$ cat config.mk
export PLATFORM = sky130hd
export DESIGN_NAME = filter_select_ctrl
export DESIGN_NICKNAME = d
export VERILOG_FILES = /design/src/rtl/filter_select_ctrl.sv
export SDC_FILE = /design/constraint.sdc
export NUM_CORES = 1
export LEC_CHECK = 0
export CELL_PAD_IN_SITES_DETAIL_PLACEMENT = 0
export CELL_PAD_IN_SITES_GLOBAL_PLACEMENT = 2
export CORE_MARGIN = 4
export CORE_UTILIZATION = 25
export CTS_CLUSTER_DIAMETER = 150
export DETAILED_ROUTE_END_ITERATION = 10
export PLACE_DENSITY_LB_ADDON = 0.2
export SLEW_MARGIN = 20
export SYNTH_ARGS = -nofsm -noshare
export SYNTH_HDL_FRONTEND = slang
export SYNTH_SLANG_ARGS = --single-unit
export TNS_END_PERCENT = 5
$ cat constraint.sdc
create_clock -name clk_in -period 2 [get_ports clk_in]
set_clock_uncertainty 0.05 [all_clocks]
set_input_delay 0.4 -clock clk_in [delete_from_list [all_inputs] [get_ports clk_in]]
set_output_delay 0.4 -clock clk_in [all_outputs]
set_load 0.02 [all_outputs]
$ cat src/rtl/filter_select_ctrl.sv
// Filter preview sequencer: buttons -> box index 0..NUM_FILTERS-1, arrow sprite placement, filter start/done handshake.
// Latency: select_out moves on the frame tick after a button edge; arrow outputs follow select_out one cycle later.
// Flow: one-cycle start pulse, then waits for filter_done_in (bounded by TIMEOUT_CYCLES); result held until back.
//
// Ports:
//   clk_in, rst_in                   clock, synchronous active-high reset
//   hcount_in, vcount_in             raster position, frame tick at (0, V_ACTIVE)
//   left/right/confirm/back_in       debounced button levels (rising edges are acted on)
//   filter_done_in                   completion from the filter engine
//   select_out, arrow_*_out          current box index and arrow sprite placement
//   filter_sel_out, filter_start_out filter index latched at confirm, start pulse
//   show_result_out, busy_out        result display active / handshake in progress
//   timeout_out                      sticky abort flag, cleared by next confirm
module filter_select_ctrl #(
    parameter int NUM_FILTERS    = 6,
    parameter int V_ACTIVE       = 768,
    parameter int ARROW_Y        = 334,
    parameter int TIMEOUT_CYCLES = 2_000_000
) (
    input  logic        clk_in,
    input  logic        rst_in,
    input  logic [10:0] hcount_in,
    input  logic [9:0]  vcount_in,
    input  logic        left_in,
    input  logic        right_in,
    input  logic        confirm_in,
    input  logic        back_in,
    input  logic        filter_done_in,
    output logic [2:0]  select_out,
    output logic [10:0] arrow_x_out,
    output logic [9:0]  arrow_y_out,
    output logic        use_up_arrow_out,
    output logic [2:0]  filter_sel_out,
    output logic        filter_start_out,
    output logic        show_result_out,
    output logic        busy_out,
    output logic        timeout_out
);

    localparam int              CNT_W    = (TIMEOUT_CYCLES > 2) ? $clog2(TIMEOUT_CYCLES) : 1;
    localparam logic [CNT_W-1:0] CNT_LAST = CNT_W'(TIMEOUT_CYCLES - 1);
    localparam logic [2:0]      SEL_LAST = 3'(NUM_FILTERS - 1);

    typedef enum logic [1:0] {
        ST_BROWSE,
        ST_START,
        ST_WAIT_DONE,
        ST_SHOW
    } state_t;

    state_t           state_q, state_d;
    logic [2:0]       select_q, select_d;
    logic             pend_vld_q, pend_vld_d;
    logic             pend_up_q, pend_up_d;     // 1 = +1 step, 0 = -1 step
    logic [2:0]       filter_sel_q, filter_sel_d;
    logic             timeout_q, timeout_d;
    logic [CNT_W-1:0] cnt_q, cnt_d;
    logic             left_q, right_q, confirm_q, back_q;
    logic [10:0]      arrow_x_q;
    logic             use_up_q;

    logic left_edge, right_edge, confirm_edge, back_edge, frame_tick;

    assign left_edge    = left_in    & ~left_q;
    assign right_edge   = right_in   & ~right_q;
    assign confirm_edge = confirm_in & ~confirm_q;
    assign back_edge    = back_in    & ~back_q;
    assign frame_tick   = (hcount_in == 11'd0) && (vcount_in == 10'(V_ACTIVE));

    // Boxes are laid out as two rows of three: top row uses the up arrow.
    function automatic logic [10:0] arrow_x_of(input logic [2:0] idx);
        case (idx)
            3'd0, 3'd3, 3'd6: arrow_x_of = 11'd120;
            3'd1, 3'd4, 3'd7: arrow_x_of = 11'd460;
            default:          arrow_x_of = 11'd800;
        endcase
    endfunction

    always_comb begin
        state_d      = state_q;
        select_d     = select_q;
        pend_vld_d   = pend_vld_q;
        pend_up_d    = pend_up_q;
        filter_sel_d = filter_sel_q;
        timeout_d    = timeout_q;
        cnt_d        = cnt_q;

        case (state_q)
            ST_BROWSE: begin
                if (confirm_edge) begin
                    // Confirm wins over any same-cycle move and drops a pending one.
                    filter_sel_d = select_q;
                    pend_vld_d   = 1'b0;
                    timeout_d    = 1'b0;
                    state_d      = ST_START;
                end else begin
                    if (frame_tick && pend_vld_q) begin
                        if (pend_up_q) begin
                            select_d = (select_q == SEL_LAST) ? 3'd0 : select_q + 3'd1;
                        end else begin
                            select_d = (select_q == 3'd0) ? SEL_LAST : select_q - 3'd1;
                        end
                        pend_vld_d = 1'b0;
                    end
                    // Only the first edge of a frame is kept; simultaneous
                    // left+right cancel out.
                    if (!pend_vld_q && (left_edge ^ right_edge)) begin
                        pend_vld_d = 1'b1;
                        pend_up_d  = right_edge;
                    end
                end
            end
            ST_START: begin
                cnt_d   = '0;
                state_d = ST_WAIT_DONE;
            end
            ST_WAIT_DONE: begin
                if (filter_done_in) begin
                    state_d = ST_SHOW;
                end else if (cnt_q == CNT_LAST) begin
                    timeout_d = 1'b1;
                    state_d   = ST_BROWSE;
                end else begin
                    cnt_d = cnt_q + 1'b1;
                end
            end
            ST_SHOW: begin
                if (back_edge) begin
                    state_d = ST_BROWSE;
                end
            end
            default: state_d = ST_BROWSE;
        endcase
    end

    always_ff @(posedge clk_in) begin
        if (rst_in) begin
            state_q      <= ST_BROWSE;
            select_q     <= 3'd0;
            pend_vld_q   <= 1'b0;
            pend_up_q    <= 1'b0;
            filter_sel_q <= 3'd0;
            timeout_q    <= 1'b0;
            cnt_q        <= '0;
            arrow_x_q    <= 11'd120;
            use_up_q     <= 1'b1;
            // Load current levels so a button held through reset is not an edge.
            left_q       <= left_in;
            right_q      <= right_in;
            confirm_q    <= confirm_in;
            back_q       <= back_in;
        end else begin
            state_q      <= state_d;
            select_q     <= select_d;
            pend_vld_q   <= pend_vld_d;
            pend_up_q    <= pend_up_d;
            filter_sel_q <= filter_sel_d;
            timeout_q    <= timeout_d;
            cnt_q        <= cnt_d;
            arrow_x_q    <= arrow_x_of(select_q);
            use_up_q     <= (select_q < 3'd3);
            left_q       <= left_in;
            right_q      <= right_in;
            confirm_q    <= confirm_in;
            back_q       <= back_in;
        end
    end

    assign select_out       = select_q;
    assign arrow_x_out      = arrow_x_q;
    assign arrow_y_out      = 10'(ARROW_Y);
    assign use_up_arrow_out = use_up_q;
    assign filter_sel_out   = filter_sel_q;
    assign filter_start_out = (state_q == ST_START);
    assign show_result_out  = (state_q == ST_SHOW);
    assign busy_out         = (state_q == ST_START) || (state_q == ST_WAIT_DONE);
    assign timeout_out      = timeout_q;

endmodule

[Word level (Yosys, flattened, before mapping)]
Cells that the tools add are included.
Storage, ports and cells
  register bits: 48
  input bits: 28
  output and inout bits: 32
  word-level logic and storage cells: 83
Operators by class
  add/sub/neg operators: 3
  magnitude comparators: 1
  eq/ne operators: 17
  muxes and demuxes: 19
  bitwise gates (word level): 10
  reduce and logical (&&, ||, !) cells: 20
Operators with widths (count)
  21-bit two-way mux: 2
  21-bit case mux with 2 select lines: 1
  21-bit by 1-bit adder with 21-bit output, second input constant: 1
  21-bit equality test, second input constant: 1
  10-bit case mux with 2 select lines: 1
  3-bit equality test, second input constant: 4
  3-bit AND reduction: 4
  11-bit logical NOT: 1
  10-bit equality test, second input constant: 1
  3-bit two-way mux: 3
  2-bit two-way mux: 4
  2-bit != test, second input constant: 4
  2-bit case mux with 4 select lines: 1
  1-bit two-way mux: 6
  3-bit OR reduction: 2
  1-bit NOT: 5
  1-bit AND: 4
  2-bit equality test, second input constant: 2
  2-bit AND reduction: 2
  4-bit AND reduction: 1
  2-bit nonzero test: 2
  3-bit by 1-bit adder with 3-bit output, second input constant: 1
  3-bit by 1-bit equality test with 1-bit output, second input constant: 1
  3-bit by 2-bit equality test with 1-bit output, second input constant: 1
  other kinds (13): 15

[Depth between registers and ports, before layout]
  word-level depth: 6
  depth in mapped cells: 8
  mapped depth without buffers: 7

[Worst setup path after synthesis]
Ideal clock, no wire load.
  path kind: reg2reg
  start point: reg cnt_q[7]
  end point: reg state_q[0]
  library setup time: 0.088 ns
  data arrival time: 1.977 ns
  data required time: 1.862 ns
  path slack: -0.115 ns
  cell stages (with the launch flop): 7
  buffers on the path: 1
  period minus slack after synthesis: 2.115 ns
  cells stage by stage: dfxtp_1 or4_4 or4_4 o21ai_4 buf_6 a21oi_1 a311oi_2
Between the ends
  cells in the longest elaborated chain, start to end: 3
Ends and longest elaborated chain
  start, declared: line 57  | logic [CNT_W-1:0] cnt_q, cnt_d;
  start signal, assigned: line 159  | cnt_q <= cnt_d;
  21-bit equality test: line 120  | end else if (cnt_q == CNT_LAST) begin
  3-bit != test (no line)
  3-bit AND reduction (no line)
  end signal, assigned: line 153  | state_q <= state_d;
  end, declared: line 51  | state_t state_q, state_d;
Every way passes these cells.
A chain may end at the register's enable or synchronous reset.

[Worst setup path in the final report]
  start point: reg cnt_q[7]
  end point: reg cnt_q[12]
Between the ends
  cells in the longest elaborated chain, start to end: 4
  elaborated cells between the ends (all ways): 7
  those cells by class: add/sub: 1; eq/ne: 2; mux: 3; reduce/logical: 1
Ends and longest elaborated chain
  21-bit by 1-bit adder with 21-bit output: line 124  | cnt_d = cnt_q + 1'b1;
  21-bit two-way mux: line 120
  21-bit two-way mux: line 118  | if (filter_done_in) begin
  21-bit case mux with 2 select lines: line 88  | case (state_q)
Several ways; a longest one is shown, not always the timed one. The select of a mux whose other input is x is not followed.

==> flow_summary.html <==
<table>
<tr><th>Metric</th><th>Value</th></tr>
<tr><th colspan="2">Status</th></tr>
<tr><td>Run status</td><td>finished with violations</td></tr>
<tr><td>Violations in the final reports</td><td>setup timing</td></tr>
<tr><th colspan="2">Route</th></tr>
<tr><td>Antenna viol nets, final</td><td>0</td></tr>
<tr><td>Number of detailed-routing iterations run before antenna repair</td><td>4</td></tr>
<tr><td>Iteration-0 DRC Markers</td><td>79</td></tr>
<tr><td>Routed length per placed instance</td><td>roughly 13 µm</td></tr>
<tr><td>Wire length reported by the detailed router</td><td>between 6000 and 7000 µm</td></tr>
<tr><td>Post-route DRC</td><td>0</td></tr>
<tr><td>Total number of vias</td><td>around 2300</td></tr>
<tr><td>DR vias/cell</td><td>4.70</td></tr>
<tr><th colspan="2">Cells and area</th></tr>
<tr><td>Antenna fix cells</td><td>0</td></tr>
<tr><td>Ratio of cells with drive above 1 in the final layout</td><td>24.5%</td></tr>
<tr><td>Layout area overhead</td><td>46.6%</td></tr>
<tr><td>Layout Nets</td><td>407</td></tr>
<tr><td>Post-route insts no fill</td><td>480</td></tr>
<tr><th colspan="2">Yosys</th></tr>
<tr><td>Yosys warns</td><td>0</td></tr>
<tr><td>Number of standard cells after synthesis</td><td>between 200 and 300</td></tr>
<tr><td>Portion of the post-synthesis area used by sequential elements</td><td>between 30% and 40%</td></tr>
<tr><td>Mean post-synth cell area</td><td>around 8.4 µm²</td></tr>
<tr><td>Netlist cell types</td><td>54</td></tr>
<tr><td>Number of enable flip-flop cells after synthesis</td><td>0</td></tr>
<tr><td>Cell Area, Synth</td><td>around 2300 µm²</td></tr>
<tr><td>Async set-reset flop share out of synthesis</td><td>0%</td></tr>
<tr><td>#FFs+latches synth</td><td>43</td></tr>
<tr><td>Most common flop cell mapped by yosys</td><td>sky130_fd_sc_hd__dfxtp_1</td></tr>
<tr><th colspan="2">Worst setup path</th></tr>
<tr><td>Crit start category</td><td>flip-flop</td></tr>
<tr><td>Highest net fanout along the worst path</td><td>13</td></tr>
<tr><td>Critical path type</td><td>flip-flop to flip-flop</td></tr>
<tr><td>CP top delay family</td><td>simple AND/OR/NAND/NOR gates</td></tr>
<tr><td>Slowest cell on crit path</td><td>sky130_fd_sc_hd__or4_4</td></tr>
<tr><td>WP buf/inv</td><td>1</td></tr>
<tr><td>Cells along the critical path</td><td>or4_4 -&gt; or4_4 -&gt; o21ai_4 -&gt; buf_12 -&gt; nand2_4 -&gt; a21oi_1</td></tr>
<tr><td>Worst path most repeated cell</td><td>sky130_fd_sc_hd__or4_4</td></tr>
<tr><td>Required time reported for the critical path endpoint</td><td>approximately 2.2 ns</td></tr>
<tr><td>Kind of end point of the critical path</td><td>flip-flop</td></tr>
<tr><td>Arrival time of the worst setup path</td><td>2.36 ns</td></tr>
<tr><td>Crit-path max cell delay</td><td>about 0.55 ns</td></tr>
<tr><th colspan="2">Die</th></tr>
<tr><td>Die Span X</td><td>104 µm</td></tr>
<tr><td>Die outline area</td><td>10800 µm²</td></tr>
<tr><td>Number of rows in the core area</td><td>34</td></tr>
<tr><td>Overall die height</td><td>between 100 and 150 µm</td></tr>
<tr><td>Core footprint</td><td>a little under 9000 µm²</td></tr>
<tr><td>Initial Utilization</td><td>a little over a quarter</td></tr>
<tr><td>I/O pin total</td><td>60</td></tr>
<tr><th colspan="2">Run</th></tr>
<tr><td>Max capacitance violation total</td><td>0</td></tr>
<tr><th colspan="2">Timing</th></tr>
<tr><td>Setup ws final</td><td>-0.178 ns</td></tr>
<tr><td>Setup repair after global routing missed its margin</td><td>yes</td></tr>
<tr><td>Final hold violations</td><td>0</td></tr>
<tr><td>Period Utilization, post-route</td><td>109%</td></tr>
<tr><td>Achievable frequency</td><td>459 MHz</td></tr>
<tr><td>Number of failing setup endpoints in the final timing report</td><td>20</td></tr>
<tr><td>Final period demand of the worst path</td><td>around 2.2 ns</td></tr>
<tr><td>Final Hold Slack</td><td>roughly 0.45 ns</td></tr>
<tr><td>Number of max-slew violations in the final report</td><td>0</td></tr>
<tr><th colspan="2">GRT</th></tr>
<tr><td>Remaining Overflow, GRT</td><td>0</td></tr>
<tr><td>Antenna violations before repair</td><td>0</td></tr>
<tr><td>Global-route wire length before repair</td><td>10600 µm</td></tr>
<tr><td>Global routing usage summed across all routing layers</td><td>approximately an eighth</td></tr>
<tr><td>Maximum number of pins on one net before global-route repair</td><td>14</td></tr>
<tr><td>Number of global-route vias before repair</td><td>around 2200</td></tr>
<tr><th colspan="2">Power and ir drop</th></tr>
<tr><td>IR drop worst, VDD</td><td>a little under 0.0004 V</td></tr>
<tr><td>Pleak</td><td>approximately 1.3 nW</td></tr>
<tr><td>Areal power density over the cells</td><td>approximately 730 nW/µm²</td></tr>
<tr><th colspan="2">Place</th></tr>
<tr><td>Detailed Place HPWL</td><td>between 4000 and 5000 µm</td></tr>
<tr><td>I/O Buffers</td><td>46</td></tr>
<tr><td>Cell Count Post-Placement</td><td>between 400 and 500</td></tr>
<tr><td>Setup WS pre-CTS</td><td>-0.231 ns</td></tr>
<tr><td>Final weighted congestion of routability-driven global placement</td><td>0.744</td></tr>
<tr><th colspan="2">Clock tree</th></tr>
<tr><td>CTS Hold Bufs</td><td>0</td></tr>
<tr><td>Inserted Clock Buffers</td><td>5</td></tr>
<tr><td>TritonCTS clock tree</td><td>done</td></tr>
<tr><td>Clock sink count</td><td>43</td></tr>
<tr><td>Buffer depth of the longest clock path</td><td>2</td></tr>
<tr><td>Worst-Skew Late Latency</td><td>around 0.30 ns</td></tr>
<tr><td>H-tree Lvls</td><td>2</td></tr>
<tr><td>CTS clk-pin slew, worst paths</td><td>~0.09 ns</td></tr>
<tr><td>CTS Root Buffer Type</td><td>sky130_fd_sc_hd__clkbuf_8</td></tr>
<tr><th colspan="2">Min path</th></tr>
<tr><td>Worst min-delay path category</td><td>flip-flop to flip-flop</td></tr>
</table>
-- worst paths after layout --
kind	startpoint	to	slack [ns]	cells after the start
setup reg to reg	cnt_q[7]	cnt_q[12]	-0.18	6
setup / recovery	cnt_q[7]	cnt_q[12]	-0.18	6
hold / removal	filter_sel_out[2]	filter_sel_out[2]	0.45	2
hold reg to reg	filter_sel_out[2]	filter_sel_out[2]	0.45	2
-- power breakdown --
group          internal [mW]  total, mW  switching, mW  leakage [nW]
registers              0.886      0.914         0.0288         0.349
clock network          0.240      0.559          0.319        0.0477
logic                  0.467      0.968          0.501         0.917
total                   1.59       2.44          0.848          1.31
-- stage by stage --
stage / instance area [µm²] / TNS (ns) / util [%] / total power [mW]
finish: 3360 / -3.06 / 38.2 / 2.44
global route: 3360 / -4.34 / 38.2 / 2.59
CTS: 3310 / -2.67 / 37.6 / 2.45
detailed placement: 3190 / -5.14 / 36.2 / 1.84
global placement: 3190 / -4.77 / 36.2 / 1.85
floorplan: 2340 / -1.26 / - / 1.41
-- state kept, by name, indices dropped and copies added, names as in the netlist --
register and flops:
state_q 2, cnt_q 21, select_out 3, filter_sel_out 3, arrow_x_out 6, timeout_out 1, left_q 1, use_up_arrow_out 1
pend_up_q 1, confirm_q 1, right_q 1, pend_vld_q 1, back_q 1
-- synthesized netlist by cell type (all sizes together) (2+ instances only) --
library cell / instances / area, µm²
nand3: 7 / 35.0
nor2b: 5 / 31.3
a21o: 2 / 15.0
or4: 7 / 62.6
nor3: 6 / 30.0
xnor2: 3 / 26.3
nand2b: 7 / 43.8
a21oi: 26 / 138
nor2: 24 / 90.1
mux2i: 8 / 80.1
a311oi: 2 / 23.8
nand4: 4 / 25.0
dfxtp: 43 / 861
buf: 17 / 135
or2: 3 / 18.8
clkbuf: 8 / 30.0
inv: 9 / 33.8
o21ai: 11 / 66.3
and3: 4 / 25.0
a31oi: 8 / 50.1
o211ai: 2 / 15.0
o41ai: 2 / 25.0
or3: 3 / 18.8
o31ai: 2 / 15.0
nand2: 27 / 109
conb: 2 / 7.51
ha: 8 / 100
nor4: 5 / 31.3
-- worst min-delay path, delay by kind of cell, from the launching register on --
family,cells,cell delay (ns)
AND/OR/NAND/NOR,1,0.07
multiplexers,1,0.07
flip-flops,1,0.33
-- per-layer routing --
metal | vias up | global-route usage (%) | share of wire [%]
met5 | - | 0 | 0
met4 | 0 | 2.85 | 1.0
met3 | 7 | 3.61 | 4.7
met2 | 48 | 20.4 | 46
met1 | 1044 | 14.9 | 48
li1 | 1158 | - | -
-- layout make-up --
cell class,count,area (µm²)
clock buffer,5,68.8
clock inverter,3,15.0
fill,907,5440
inverter,9,33.8
multi-input combinational,207,1320
sequential,43,863
tap,108,135
timing repair buffer,105,930
-- cells in the final DEF (no fill, tap or decap), drive strengths merged, types with 6 or more instances in the layout --
cell and count:
nand2b 7, nor2 24, mux2i 8, nor3 6, clkdlybuf4s50 43, nand3 7
conb 13, o21ai 11, clkbuf 6, buf 59, or4 7, dfxtp 43
a31oi 8, nand2 27, ha 8, a21oi 26, inv 9
-- cells by family (layout without fill, tap and decap cells) --
group	after synthesis	in the layout	synth area share [%]
AOI/OAI and AO/OA	66	66	19.2
xor gates and xnor gates	3	3	1.15
adders and majority gates	8	8	4.36
buffers and inverters	34	122	8.67
DFF	43	43	37.5
muxes	8	8	3.49
other	2	13	0.327
and+or+nand+nor	109	109	25.3
-- what timing repair did --
item,4_1_cts,5_1_grt
setup endpoints to repair,26,29
resized for setup,7,9
setup buffers,1,1
gates cloned,0,1
pin swaps,1,3
(Power assumes the default switching activity.)
